**config.mk**
```make
export PLATFORM = sky130hd
export DESIGN_NAME = pipe_skid_stage
export DESIGN_NICKNAME = d
export VERILOG_FILES = /design/src/rtl/pipe_pkg.sv /design/src/rtl/sat_counter.sv /design/src/rtl/pipe_skid_stage.sv
export SDC_FILE = /design/constraint.sdc
export NUM_CORES = 1
export LEC_CHECK = 0
export CORE_ASPECT_RATIO = 1.1
export CORE_MARGIN = 3
export CORE_UTILIZATION = 30
export CTS_CLUSTER_DIAMETER = 50
export DETAILED_ROUTE_END_ITERATION = 10
export GPL_TIMING_DRIVEN = 0
export PLACE_DENSITY = 0.55
export RECOVER_POWER = 50
export SYNTH_ARGS = -nofsm -noshare
export SYNTH_HDL_FRONTEND = slang
export SYNTH_SLANG_ARGS = --single-unit
export TNS_END_PERCENT = 10
```
**constraint.sdc**
```tcl
create_clock -name clk -period 2.65 [get_ports clk]
set_input_delay 0.6625 -clock clk [delete_from_list [all_inputs] [get_ports clk]]
set_output_delay 0.6625 -clock clk [all_outputs]
set_load 0.03 [all_outputs]
```
**src/rtl/pipe_pkg.sv**
```systemverilog
// Shared pipeline-stage definitions: payload field layout, bubble constants and
// a helper that builds the idle payload for each inter-stage register.
package pipe_pkg;

    localparam int STAGE_W = 200;

    localparam logic [7:0] ALUOP_NOP = 8'h11;
    localparam logic [4:0] EXC_NONE  = 5'h10;

    // Low-order fields common to the ID/EXE, EXE/MEM and MEM/WB payloads
    localparam int ALUOP_LSB = 0;
    localparam int ALUOP_W   = 8;
    localparam int EXC_LSB   = ALUOP_LSB + ALUOP_W;
    localparam int EXC_W     = 5;
    localparam int PC_LSB    = EXC_LSB + EXC_W;
    localparam int PC_W      = 32;

    typedef enum logic [1:0] {
        STG_IF_ID   = 2'd0,
        STG_ID_EXE  = 2'd1,
        STG_EXE_MEM = 2'd2,
        STG_MEM_WB  = 2'd3
    } stage_e;

    // IF/ID carries no decoded fields, so its bubble stays all-zero.
    function automatic logic [STAGE_W-1:0] bubble_val(input stage_e stg);
        logic [STAGE_W-1:0] b;
        b = '0;
        if (stg == STG_ID_EXE)
            b[ALUOP_LSB +: ALUOP_W] = ALUOP_NOP;
        if (stg != STG_IF_ID)
            b[EXC_LSB +: EXC_W] = EXC_NONE;
        return b;
    endfunction

endpackage

```
**src/rtl/sat_counter.sv**
```systemverilog
// Free-running up-counter that sticks at all-ones; cleared only by reset.
module sat_counter #(
    parameter int CNT_W = 32
) (
    input  logic             clk,
    input  logic             rst_n,
    input  logic             inc,
    output logic [CNT_W-1:0] cnt
);

    always_ff @(posedge clk or negedge rst_n) begin
        if (!rst_n)
            cnt <= '0;
        else if (inc && (cnt != '1))
            cnt <= cnt + CNT_W'(1);
    end

endmodule

```
**src/rtl/pipe_skid_stage.sv**
```systemverilog
// Pipeline stage register with valid/ready handshake and a one-entry skid slot,
// so in_ready comes straight from a flop. Idle payload is forced to BUBBLE_VAL.
module pipe_skid_stage
    import pipe_pkg::*;
#(
    parameter int                DATA_W     = STAGE_W,
    parameter logic [DATA_W-1:0] BUBBLE_VAL = '0,
    parameter int                CNT_W      = 32
) (
    input  logic              clk,
    input  logic              rst_n,
    input  logic              flush,
    input  logic              in_valid,
    output logic              in_ready,
    input  logic [DATA_W-1:0] in_data,
    output logic              out_valid,
    input  logic              out_ready,
    output logic [DATA_W-1:0] out_data,
    output logic [1:0]        occupancy,
    output logic [CNT_W-1:0]  bubble_cnt
);

    logic              main_valid;
    logic              skid_valid;
    logic [DATA_W-1:0] main_data;
    logic [DATA_W-1:0] skid_data;
    logic              in_fire;
    logic              out_fire;

    assign in_ready  = ~skid_valid;
    assign in_fire   = in_valid & ~skid_valid;
    assign out_fire  = main_valid & out_ready;
    assign out_valid = main_valid;
    assign out_data  = main_data;
    assign occupancy = {1'b0, main_valid} + {1'b0, skid_valid};

    // in_data is only sampled on in_fire, so garbage on an idle bus never lands in main/skid
    always_ff @(posedge clk or negedge rst_n) begin
        if (!rst_n) begin
            main_valid <= 1'b0;
            skid_valid <= 1'b0;
            main_data  <= BUBBLE_VAL;
            skid_data  <= BUBBLE_VAL;
        end else if (flush) begin
            main_valid <= 1'b0;
            skid_valid <= 1'b0;
            main_data  <= BUBBLE_VAL;
            skid_data  <= BUBBLE_VAL;
        end else if (skid_valid) begin
            if (out_fire) begin
                main_data  <= skid_data;
                skid_valid <= 1'b0;
                skid_data  <= BUBBLE_VAL;
            end
        end else if (main_valid) begin
            if (in_fire && out_fire) begin
                main_data <= in_data;
            end else if (in_fire) begin
                skid_valid <= 1'b1;
                skid_data  <= in_data;
            end else if (out_fire) begin
                main_valid <= 1'b0;
                main_data  <= BUBBLE_VAL;
            end
        end else if (in_fire) begin
            main_valid <= 1'b1;
            main_data  <= in_data;
        end
    end

    sat_counter #(
        .CNT_W (CNT_W)
    ) u_bubble_cnt (
        .clk   (clk),
        .rst_n (rst_n),
        .inc   (~main_valid & out_ready),
        .cnt   (bubble_cnt)
    );

endmodule

```
# Word-level counts from Yosys, hierarchy flattened
# Index checks and enable logic that the tools add are counted.
# op_classes
n_addsub	2
n_eq_ne	5
mux	23
n_bitwise	5
reduce_logical	8
# op_table
op	n
$mux W200	12
$add A32 B1 Y32 const B	1
$ne A32 B32 Y1 const B	1
$mux W1	11
$reduce_and A4 Y1	2
$reduce_bool A4 Y1	2
$reduce_bool A3 Y1	2
$ne A5 B4 Y1 const B	1
$and A1 B1 Y1	3
$ne A3 B2 Y1 const B	1
$ne A3 B3 Y1 const B	1
$add A1 B1 Y2	1
$logic_and A1 B1 Y1	2
$ne A2 B2 Y1 const B	1
$not A1 Y1	2
# totals
regBits	434
word_cells	48

# Logic depth before layout (Yosys ltp)
# Gate-level depths: netlist of the first run.
# logic_depth
word_depth	7
depth_mapped	9
ltp_nobuf	6

# Modules after synthesis
# From an unflattened synthesis of the first run, not the netlist that was laid out.
# hier_totals
cells_unflattened	1706
hier_area_um2	19337.3
# modules_own_cells
module	instances	cells_each	area_each_um2
pipe_skid_stage	1	1566	17814.6
sat_counter	1	140	1522.7

# Worst setup path after synthesis of the first run
# Ideal clock, no wire load.
# synth_timing
kind	register to register
from	register u_bubble_cnt.cnt[0]
to	register u_bubble_cnt.cnt[30]
setup_ps	80
t_arrival_ps	2193
required_ps	2570
path_slack_ps	377
path_stages_with_launch	7
period_less_slack_ps	2273
path_cell_list	dfrtp_1 ha_1 nand3_1 or3_1 or4b_4 nor3_2 xor2_1
# synth_between
elab_chain_cells	2
# synth_lines
item	line_no	rtl
start: declaration	sat_counter.sv:8	output logic [CNT_W-1:0] cnt
start signal: assignment	sat_counter.sv:15	cnt <= cnt + CNT_W'(1);
branches (longest 2 deep; another with $add A32 B1 Y32)	--	
# Several ways; the timed one is not identified.
# A chain may end at the register's enable or synchronous reset.

# Worst setup path after layout of the first run
# layout_timing
from	register skid_valid
to	output in_ready
# layout_between
elab_chain_cells	1
# layout_lines
item	line_no	rtl
start: declaration	pipe_skid_stage.sv:24	logic skid_valid;
start signal: assignment	pipe_skid_stage.sv:41	skid_valid <= 1'b0;
start signal: assignment	pipe_skid_stage.sv:46	skid_valid <= 1'b0;
start signal: assignment	pipe_skid_stage.sv:52	skid_valid <= 1'b0;
$not A1 Y1	pipe_skid_stage.sv:30	assign in_ready = ~skid_valid;
end: declaration	pipe_skid_stage.sv:14	output logic in_ready,
# No other way between the ends.

==> flow_metrics.env, run 1 <==
export IMPL_status="finished clean"
export IMPL_dr_pass1_iters=5
export IMPL_remaining_drc_errors=0
export IMPL_cts_root_buf="clkbuf_16"
export IMPL_setup_violations=0
export IMPL_die_w_um=240
export IMPL_path_common_cell="clkbuf_8"
export IMPL_htree_num_levels=2
export IMPL_crit_path_end_kind="output pin"
export IMPL_dpl_hpwl_um=46000
export IMPL_hold_viol_final=0
export IMPL_cp_buffers_inverters=5
export IMPL_drive_gt1_share_pct=5.84
export IMPL_antenna_found_initial=18
export IMPL_cp_slowest_cell="dfrtp_1"
export IMPL_ys_warn_count=0
export IMPL_area_growth_pct=40.8
export IMPL_start_util_pct=30.6
export IMPL_cts_tree="yes"
export IMPL_synth_edff_count=0
export IMPL_synth_ff_type="dfrtp_1"
export IMPL_synth_area_leader_cell="dfrtp_1"
export IMPL_first_global_vias=16500
export IMPL_path_max_fanout=10
export IMPL_overflow=0
export IMPL_fin_crit_sh_pct=99.5
export IMPL_synth_common_cells="nand2_1, dfrtp_1, o21ai_0"
export IMPL_cts_made_buffers=54
export IMPL_grt_pass1_wl_um=98500
export IMPL_cts_buffer_depth=3
export IMPL_ys_seq_elements=434
export IMPL_drv_cap=0
export IMPL_synthesis_nets=2128
export IMPL_async_reset_ff_share_pct=100
export IMPL_path_cells="clkbuf_4 > clkbuf_8 > clkbuf_8 > inv_1 > clkdlybuf4s15_2"
export IMPL_hold_buffers=0
export IMPL_rsz0062_at_grt="yes"
export IMPL_power_density_nw_per_um2=739
export IMPL_synth_top_area_share_pct=60.2
export IMPL_clock_skew_ps=20.6
export IMPL_synthesis_instances=1921
export IMPL_cts_sinks=434
export IMPL_hold_slack_ps=401
export IMPL_nets=2627
export IMPL_cp_top_family="buffers and inverters"
export IMPL_power_leakage_nw=10.9
export IMPL_drt_iter0_markers=1064
export IMPL_regArea_um2=10900
export IMPL_vias=16100
export IMPL_critPathMaxStageDelay_ps=410
export IMPL_die_h_um=263
export IMPL_crit_type="register to output pin"
export IMPL_vias_per_cell=4.97
export IMPL_io_pins=441
export IMPL_dpl_instance_area_um2=23500
export IMPL_dieArea_um2=63100
export IMPL_core_region_area_um2=59000
export IMPL_io_buffers=440
export IMPL_multi_input_area_um2=6550
export IMPL_worstPathRequired_ps=1990
export IMPL_syn_area_um2=18000
export IMPL_fillers=5742
export IMPL_rows=93
export IMPL_place_congestion=0.832
export IMPL_ys_types=30
export IMPL_power_mw=18.7
export IMPL_grt_max_degree=115
export IMPL_synth_top_cells_by_area="dfrtp_1, nand2_1, o21ai_0"
export IMPL_design_area_um2=25400
export IMPL_clkTransAtPathRegs_ps=60
export IMPL_clock_latency_ps=580
export IMPL_period_minus_slack_ps=2640
export IMPL_wire_per_inst_um=19.5
export IMPL_arrival_ps=1970
export IMPL_ir_drop_uv=438
export IMPL_yosysMostFrequentCell="nand2_1"
export IMPL_synth_avg_cell_area_um2=9.38
export IMPL_ant_nets=0
export IMPL_cts_setup_buffers=0
export IMPL_start_kind="register"
export IMPL_grt_usage_pct=19.7
export IMPL_drv_slew=0
export IMPL_relSlewSlack_pct=2.81
export IMPL_max_freq_ghz=0.379
export IMPL_yosysSeqAreaShare_pct=60.2
export IMPL_drt_wl_total_um=63200
export IMPL_hold_class="primary input to async pin"
export IMPL_worst_pin_slew_ps=1460
export IMPL_final_core_util_pct=43.0
-- metrics by stage --
step,worst slack (ps),instances,setup TNS (ps)
2_1_floorplan,377,1921,0
3_3_place_gp,-18600,3121,-8419880
3_5_place_dp,-1520,3124,-395830
4_1_cts,-44.0,3226,-44.0
5_1_grt,-120,3230,-5040
6_report,14.0,3232,0
-- state kept, by name, indices dropped and copies added, names as in the netlist --
name and count:
out_data 200, skid_data 200, u_bubble_cnt.cnt 32, out_valid 1, skid_valid 1
-- worst reg2reg max path, cell delays in order, from the launching register on --
cell      delay [ps]
dfrtp_1          390
clkbuf_4         240
nand2b_1         170
o21ai_0          110
a21oi_2          320
buf_4            300
clkbuf_4         330
clkbuf_1         420
nand2_1          110
o21ai_0          100
-- power by group --
group	internal [mW]	leakage, nW	switching [mW]
clock network	4.57	0.916	2.98
logic	1.33	4.31	2.15
registers	7.27	5.71	0.441
total	13.2	10.9	5.58
-- placed cells by master, fill, tap and decap left out, types with 4 or more instances in the layout --
master           netlist  final
clkbuf_16              0     57
nor3_1                10     10
clkbuf_2               0     33
clkbuf_1             154    128
xnor2_1               13     13
nand2_1              615    615
a22oi_1              200    200
diode_2                0      6
dfrtp_1              434    434
clkinv_2               0      6
inv_1                  8      8
xor2_1                18     18
o21ai_0              402    402
nor2_1                13     13
inv_6                  0      4
nand4_1               12     12
clkinv_4               0      4
nand3_1                9      9
clkbuf_4               0      4
nor4_1                 5      5
clkbuf_8               0     13
clkdlybuf4s50_1        0    437
-- final cells by class --
type / count / area share (%)
Antenna cell: 6 / 0.0592
Buffer: 158 / 2.65
Clock buffer: 81 / 6.41
Clock inverter: 21 / 0.912
Inverter: 8 / 0.118
Multi-Input combinational cell: 1321 / 25.8
Sequential cell: 434 / 42.8
Tap cell: 760 / 3.75
Timing Repair Buffer: 443 / 17.5
-- cells by family (layout without fill, tap and decap cells) --
kind of cell | Yosys count | count (layout) | share of synthesized area, %
AOI/OAI and AO/OA | 611 | 611 | 19.9
xor gates and xnor gates | 31 | 31 | 1.51
adders and majority gates | 2 | 2 | 0.139
buffers and inverters | 166 | 711 | 3.48
DFF | 434 | 434 | 60.2
other | 0 | 6 | 0
and+or+nand+nor | 677 | 677 | 14.8
-- final timing paths --
kind | from | to | slack [ps] | depth (start not counted)
min in group clk | out_data[152] | out_data[152] | 480 | 2
min reg2reg | out_data[152] | out_data[152] | 480 | 2
max in group asynchronous | rst_n | skid_data[31] | 450 | 2
max | skid_valid | in_ready | 10 | 5
max reg2reg | skid_valid | skid_data[158] | 80 | 9
min | rst_n | out_data[149] | 400 | 1
-- timing repair --
action | CTS | global route
endpoints found under the setup margin | 402 | 203
hold endpoints to repair | 0 | 0
gates resized for setup | 35 | 37
-- layer usage --
| layer | share of wire (%) | GRT usage [%] | routed length (um) | vias to the layer above |
|---|---|---|---|---|
| met1 | 42 | 25.2 | 26500 | 7872 |
| met4 | 1.8 | 4.64 | 1120 | 24 |
| met5 | 0.26 | 0 | 163 | - |
| met2 | 48 | 32.8 | 30600 | 463 |
| met3 | 7.6 | 6.03 | 4820 | 97 |
| li1 | - | - | - | 7606 |
(Power assumes the default switching activity.)
==> run 2: changes to the inputs <==
- CAP_MARGIN: not set -> 10
==> results of run 2 <==
The final DEF is identical to that of run 1; final timing and power are the same.
==> RTL change 1, RTL diff (config.mk and constraints of run 2) <==
Make the reset (`rst_n`) synchronous in 2 clocked blocks.
--- a/src/rtl/sat_counter.sv
+++ b/src/rtl/sat_counter.sv
@@ -10,3 +10,3 @@
 
-    always_ff @(posedge clk or negedge rst_n) begin
+    always_ff @(posedge clk) begin
         if (!rst_n)
--- a/src/rtl/pipe_skid_stage.sv
+++ b/src/rtl/pipe_skid_stage.sv
@@ -37,3 +37,3 @@
     // in_data is only sampled on in_fire, so garbage on an idle bus never lands in main/skid
-    always_ff @(posedge clk or negedge rst_n) begin
+    always_ff @(posedge clk) begin
         if (!rst_n) begin
Check against the original RTL: not settled (the Yosys comparison gave no result); the edit may change what the design does.
==> RTL change 1 against run 2 <==
  * Sequential cell count is the same
  * Routed wire length rose by 13%
  * Area after synthesis shrank 1.3%
  * Power is 11% lower
  * Highest routed layer unchanged
  * Clock power rose by 5.7%
  * Critical path depth fell by 1
  * Cell area is 0.77% lower
  * Largest cell class unchanged
  * Worst setup slack improved by 0.028 ns
==> RTL change 1: results (changes against run 2) <==
stage;metric;value;unit;change
detailed_routing;1st-iter DRT viols;1467;;+38%
finish;inverter count;7;;-1
logic_synthesis;main area contributors after synthesis;dfxtp_1, nand3_1, a311oi_1;;
finish;count of plain and timing-repair buffers;672;;+12%
global_routing;met2 usage;36.70;%;+3.9 points
finish;buffering overhead;21.47;%;+1.3 points
finish;nets;2964;;+13%
logic_synthesis;part of the Yosys area used for sequential elements;48.84;%;-11 points
global_routing;first-pass GRT wire length;106.4;mm;+8.0%
sta;Slew headroom;27.38;%;+25 points
finish;area used by multi-input combinational logic;0.008128;mm^2;+24%
detailed_routing;vias per cell;5.307;;+6.8%
global_routing;vias in the first global route;17900;;+8.6%
setup_path;Crit-path slowest cell;dfxtp_1;;
finish;n_diodes;7;;+1
status;outcome;completed;;
logic_synthesis;synth cell count leaders;dfxtp_1, nand2_1, nand3_1;;
setup_path;Worst R2R Start;skid_valid$_SDFF_PP0_;;
detailed_routing;WL met2;34.36;mm;+12%
placement;placed insts;3449;;+10%
pwr;P_sw;4.329;mW;-22%
setup_path;Max stage delay on crit path;0.53;ns;+0.12 ns
finish;ClkCell Share;7.826;%;+0.50 points
global_routing;All-Layer GR Usage;21.68;%;+1.9 points
pwr;Comb pwr share;11.2;%;-7.4 points
setup_path;crit path from;out_valid$_SDFFE_PP0N_;;
sta;clk_skew;0.01929;ns;-0.001275 ns
logic_synthesis;synthesized net count;2466;;+16%
pwr;combinational power;1.87;mW;-46%
logic_synthesis;Gate Count Post-Synth;2257;;+17%
logic_synthesis;xor and xnor area share after synthesis;0;%;-1.5 points
logic_synthesis;adder-cell share of the synthesized area;0.2814;%;+0.14 points
finish;fraction of layout cells with a size suffix above 1;6.709;%;+0.87 points
logic_synthesis;FFs w/ async S/R, synth;0;%;-100 points
detailed_routing;met3 WL;6.350;mm;+32%
finish;Fillers;5897;;+2.7%
placement;hpwl dp;52.16;mm;+14%
global_routing;largest net degree at the start of global routing;22;;-81%
setup_path;critical path's top delay family;flip-flops;;
logic_synthesis;compound-gate portion of the synthesized area;17.54;%;-2.3 points
finish;multi-input gates;1584;;+20%
finish;Reg area;0.008688;mm^2;-20%
detailed_routing;wl on met1;28.39;mm;+7.2%
logic_synthesis;Synth cell types;40;;+33%
setup_path;WP data arrival;1.94;ns;-0.03 ns
global_routing;initial antenna violation count;10;;-8
min_path;hold crit path type;reg2reg;;
detailed_routing;vias;18900;;+18%
global_routing;met1 GRT Util;26.88;%;+1.7 points
cts;clock insertion delay at the later pin of the skew report;0.61;ns;+0.03 ns
pwr;Sequential Power Share;40.7;%;-0.4 points
detailed_routing;final wirelength;71.29;mm;+13%
detailed_routing;Antenna Violating Nets Remaining;0;;unchanged
pwr;worst vdd ir;0.4525;mV;+3.4%
cts;Num CTS Buffers;56;;+3.7%
pwr;Pleak;8.995;nW;-18%
setup_path;Reg2Reg Depth;10;;+1
finish;Clock buffer cells;76;;-6.2%
placement;Final GP Congestion;0.8771;;+5.5%
[RTL change 1: repair_timing]
action	in CTS	in global routing
gates resized for setup	34	53
hold buffers	0	0
buffers inserted	0	1
endpoints found under the setup margin	377	331
[RTL change 1: per-stage QoR]
step	setup slack (ns)	instance area (um^2)	hold slack, ns	util [%]	setup TNS, ns
4_1_cts	-0.05344	25150	0.4512	43.35	-0.05344
3_5_place_dp	-1.743	23130	0.4432	39.87	-443.16
6_report	0.04254	25180	0.4490	43.40	0
2_1_floorplan	0.01198	17790	0.4320	-	0
5_1_grt	-0.07758	25170	0.4631	43.39	-4.633
3_3_place_gp	-1.680	23130	0.4376	39.87	-418.45
[RTL change 1: worst paths after layout]
check / end / slack (ns)
setup / recovery: occupancy[0] / 0.04
hold / removal: skid_data[135]$_SDFFE_PP0P_ / 0.45
setup reg to reg: out_data[133]$_SDFFE_PP0P_ / 0.14
hold reg to reg: skid_data[135]$_SDFFE_PP0P_ / 0.45
==> RTL change 2, RTL diff (flow settings as in run 2) <==
Made on the original files. `CNT_W` is set to 32 in 2 places; all go to 64.
--- a/src/rtl/sat_counter.sv
+++ b/src/rtl/sat_counter.sv
@@ -2,3 +2,3 @@
 module sat_counter #(
-    parameter int CNT_W = 32
+    parameter int CNT_W = 64
 ) (
--- a/src/rtl/pipe_skid_stage.sv
+++ b/src/rtl/pipe_skid_stage.sv
@@ -7,3 +7,3 @@
     parameter logic [DATA_W-1:0] BUBBLE_VAL = '0,
-    parameter int                CNT_W      = 32
+    parameter int                CNT_W      = 64
 ) (
Ports: changed (resized bubble_cnt); port bits go from 441 to 473. No check against the original RTL was run, so the function may have changed too.
==> RTL change 2 against run 2 <==
  * Synthesized cell count grew 8.0%
  * Sequential cell count grew 32
  * Cell area grew 8.9%
  * Power grew 5.6%
  * Worst setup slack gained 0.12 ns
  * Final cell count grew 8.8%
  * Count of clock-buffer cells in the layout is the same
  * Critical path depth grew 2
  * Routed wire length grew 9.5%
  * Non-clock buffer count grew 35
  * First-iteration DRC count grew 9.4%
  * Area after synthesis grew 9.7%
==> RTL change 2: results (changes against run 2) <==
stage;metric;value;unit;change
setup_path;RR Endpoint;u_bubble_cnt.cnt[59]$_DFFE_PN0P_;;
sta;worst hold slack;0.1203;ns;-0.2803 ns
logic_synthesis;Synth cell types;44;;+47%
cts;clock insertion delay at the later pin of the skew report;0.60;ns;+0.02 ns
finish;nets;2818;;+7.3%
sta;clk_skew;0.01437;ns;-0.006196 ns
logic_synthesis;main area contributors after synthesis;dfrtp_1, nand2_1, o21ai_0;;
logic_synthesis;compound-gate portion of the synthesized area;18.31;%;-1.6 points
logic_synthesis;adder-cell share of the synthesized area;0.1265;%;-0.012 points
placement;pre-CTS setup slack;-1.165;ns;+0.3526 ns
setup_path;CP Class;reg2reg;;
setup_path;critical path's top delay family;simple AND/OR/NAND/NOR gates;;
logic_synthesis;synthesized area per cell;9.532;um^2;+1.6%
logic_synthesis;synth cell count leaders;nand2_1, dfrtp_1, o21ai_0;;
global_routing;largest net degree at the start of global routing;124;;+7.8%
pwr;power consumed by sequential cells;8.15;mW;+5.7%
status;outcome;completed;;
global_routing;vias in the first global route;17540;;+6.4%
global_routing;first-pass GRT wire length;106.0;mm;+7.6%
placement;DP Area;0.02565;mm^2;+9.3%
logic_synthesis;xor and xnor area share after synthesis;2.745;%;+1.2 points
setup_path;crit path from;u_bubble_cnt.cnt[60]$_DFFE_PN0P_;;
cts;Num CTS Buffers;58;;+7.4%
detailed_routing;vias;17460;;+8.7%
detailed_routing;final wirelength;69.19;mm;+9.5%
logic_synthesis;synthesized net count;2282;;+7.2%
finish;Fillers;6343;;+10%
placement;placed insts;3400;;+8.8%
setup_path;Reg2Reg Depth;7;;-2
setup_path;r2r setup slk;0.13;ns;+0.05 ns
## RTL change 2: cell count changes after synthesis, moves of 3 or more
cell	delta
and3_1	+7
buf_2	+25
nand4_1	+16
and4_1	+10
nor4_1	-3
nor3_1	+6
dfrtp_1	+32
nor2_1	+7
and2_1	+4
nand2_1	+11
xnor2_1	+29
nand3_1	+16
clkbuf_1	-24
## RTL change 2: what timing repair did
| action | CTS | global route |
|---|---|---|
| endpoints found under the setup margin | 402 | 259 |
| buffers inserted | 0 | 1 |
| gates resized for setup | 14 | 24 |
| pin swaps | 0 | 1 |
## RTL change 2: layer usage
metal | vias to the layer above | track usage (%) | wire length, um | share of wire [%]
met1 | 8585 | 24.39 | 28510 | 41
met4 | 20 | 5.252 | 1734 | 2.5
li1 | 8238 | - | - | -
met3 | 111 | 6.229 | 5391 | 7.8
met5 | - | 0 | 152 | 0.22
met2 | 505 | 33.03 | 33400 | 48
## RTL change 2: layout make-up
| cell class | count | area, um^2 | area share [%] |
|---|---|---|---|
| Sequential cell | 466 | 11660 | 42.19 |
| Multi-Input combinational cell | 1441 | 7387 | 26.73 |
| Timing Repair Buffer | 476 | 4785 | 17.31 |
| Clock buffer | 81 | 1702 | 6.157 |
| Tap cell | 850 | 1064 | 3.848 |
| Buffer | 160 | 674.4 | 2.440 |
| Clock inverter | 27 | 320.3 | 1.159 |
| Inverter | 8 | 30.03 | 0.1087 |
| Antenna cell | 6 | 15.01 | 0.05433 |
## RTL change 2: worst reg2reg max path: stages, from the launching register on
cell      delay [ns]
dfrtp_1         0.45
nand4_1         0.23
nor4_1          0.59
nand4_4         0.29
o21ba_1         0.34
clkbuf_2        0.26
nand4_1         0.16
xnor2_1         0.13
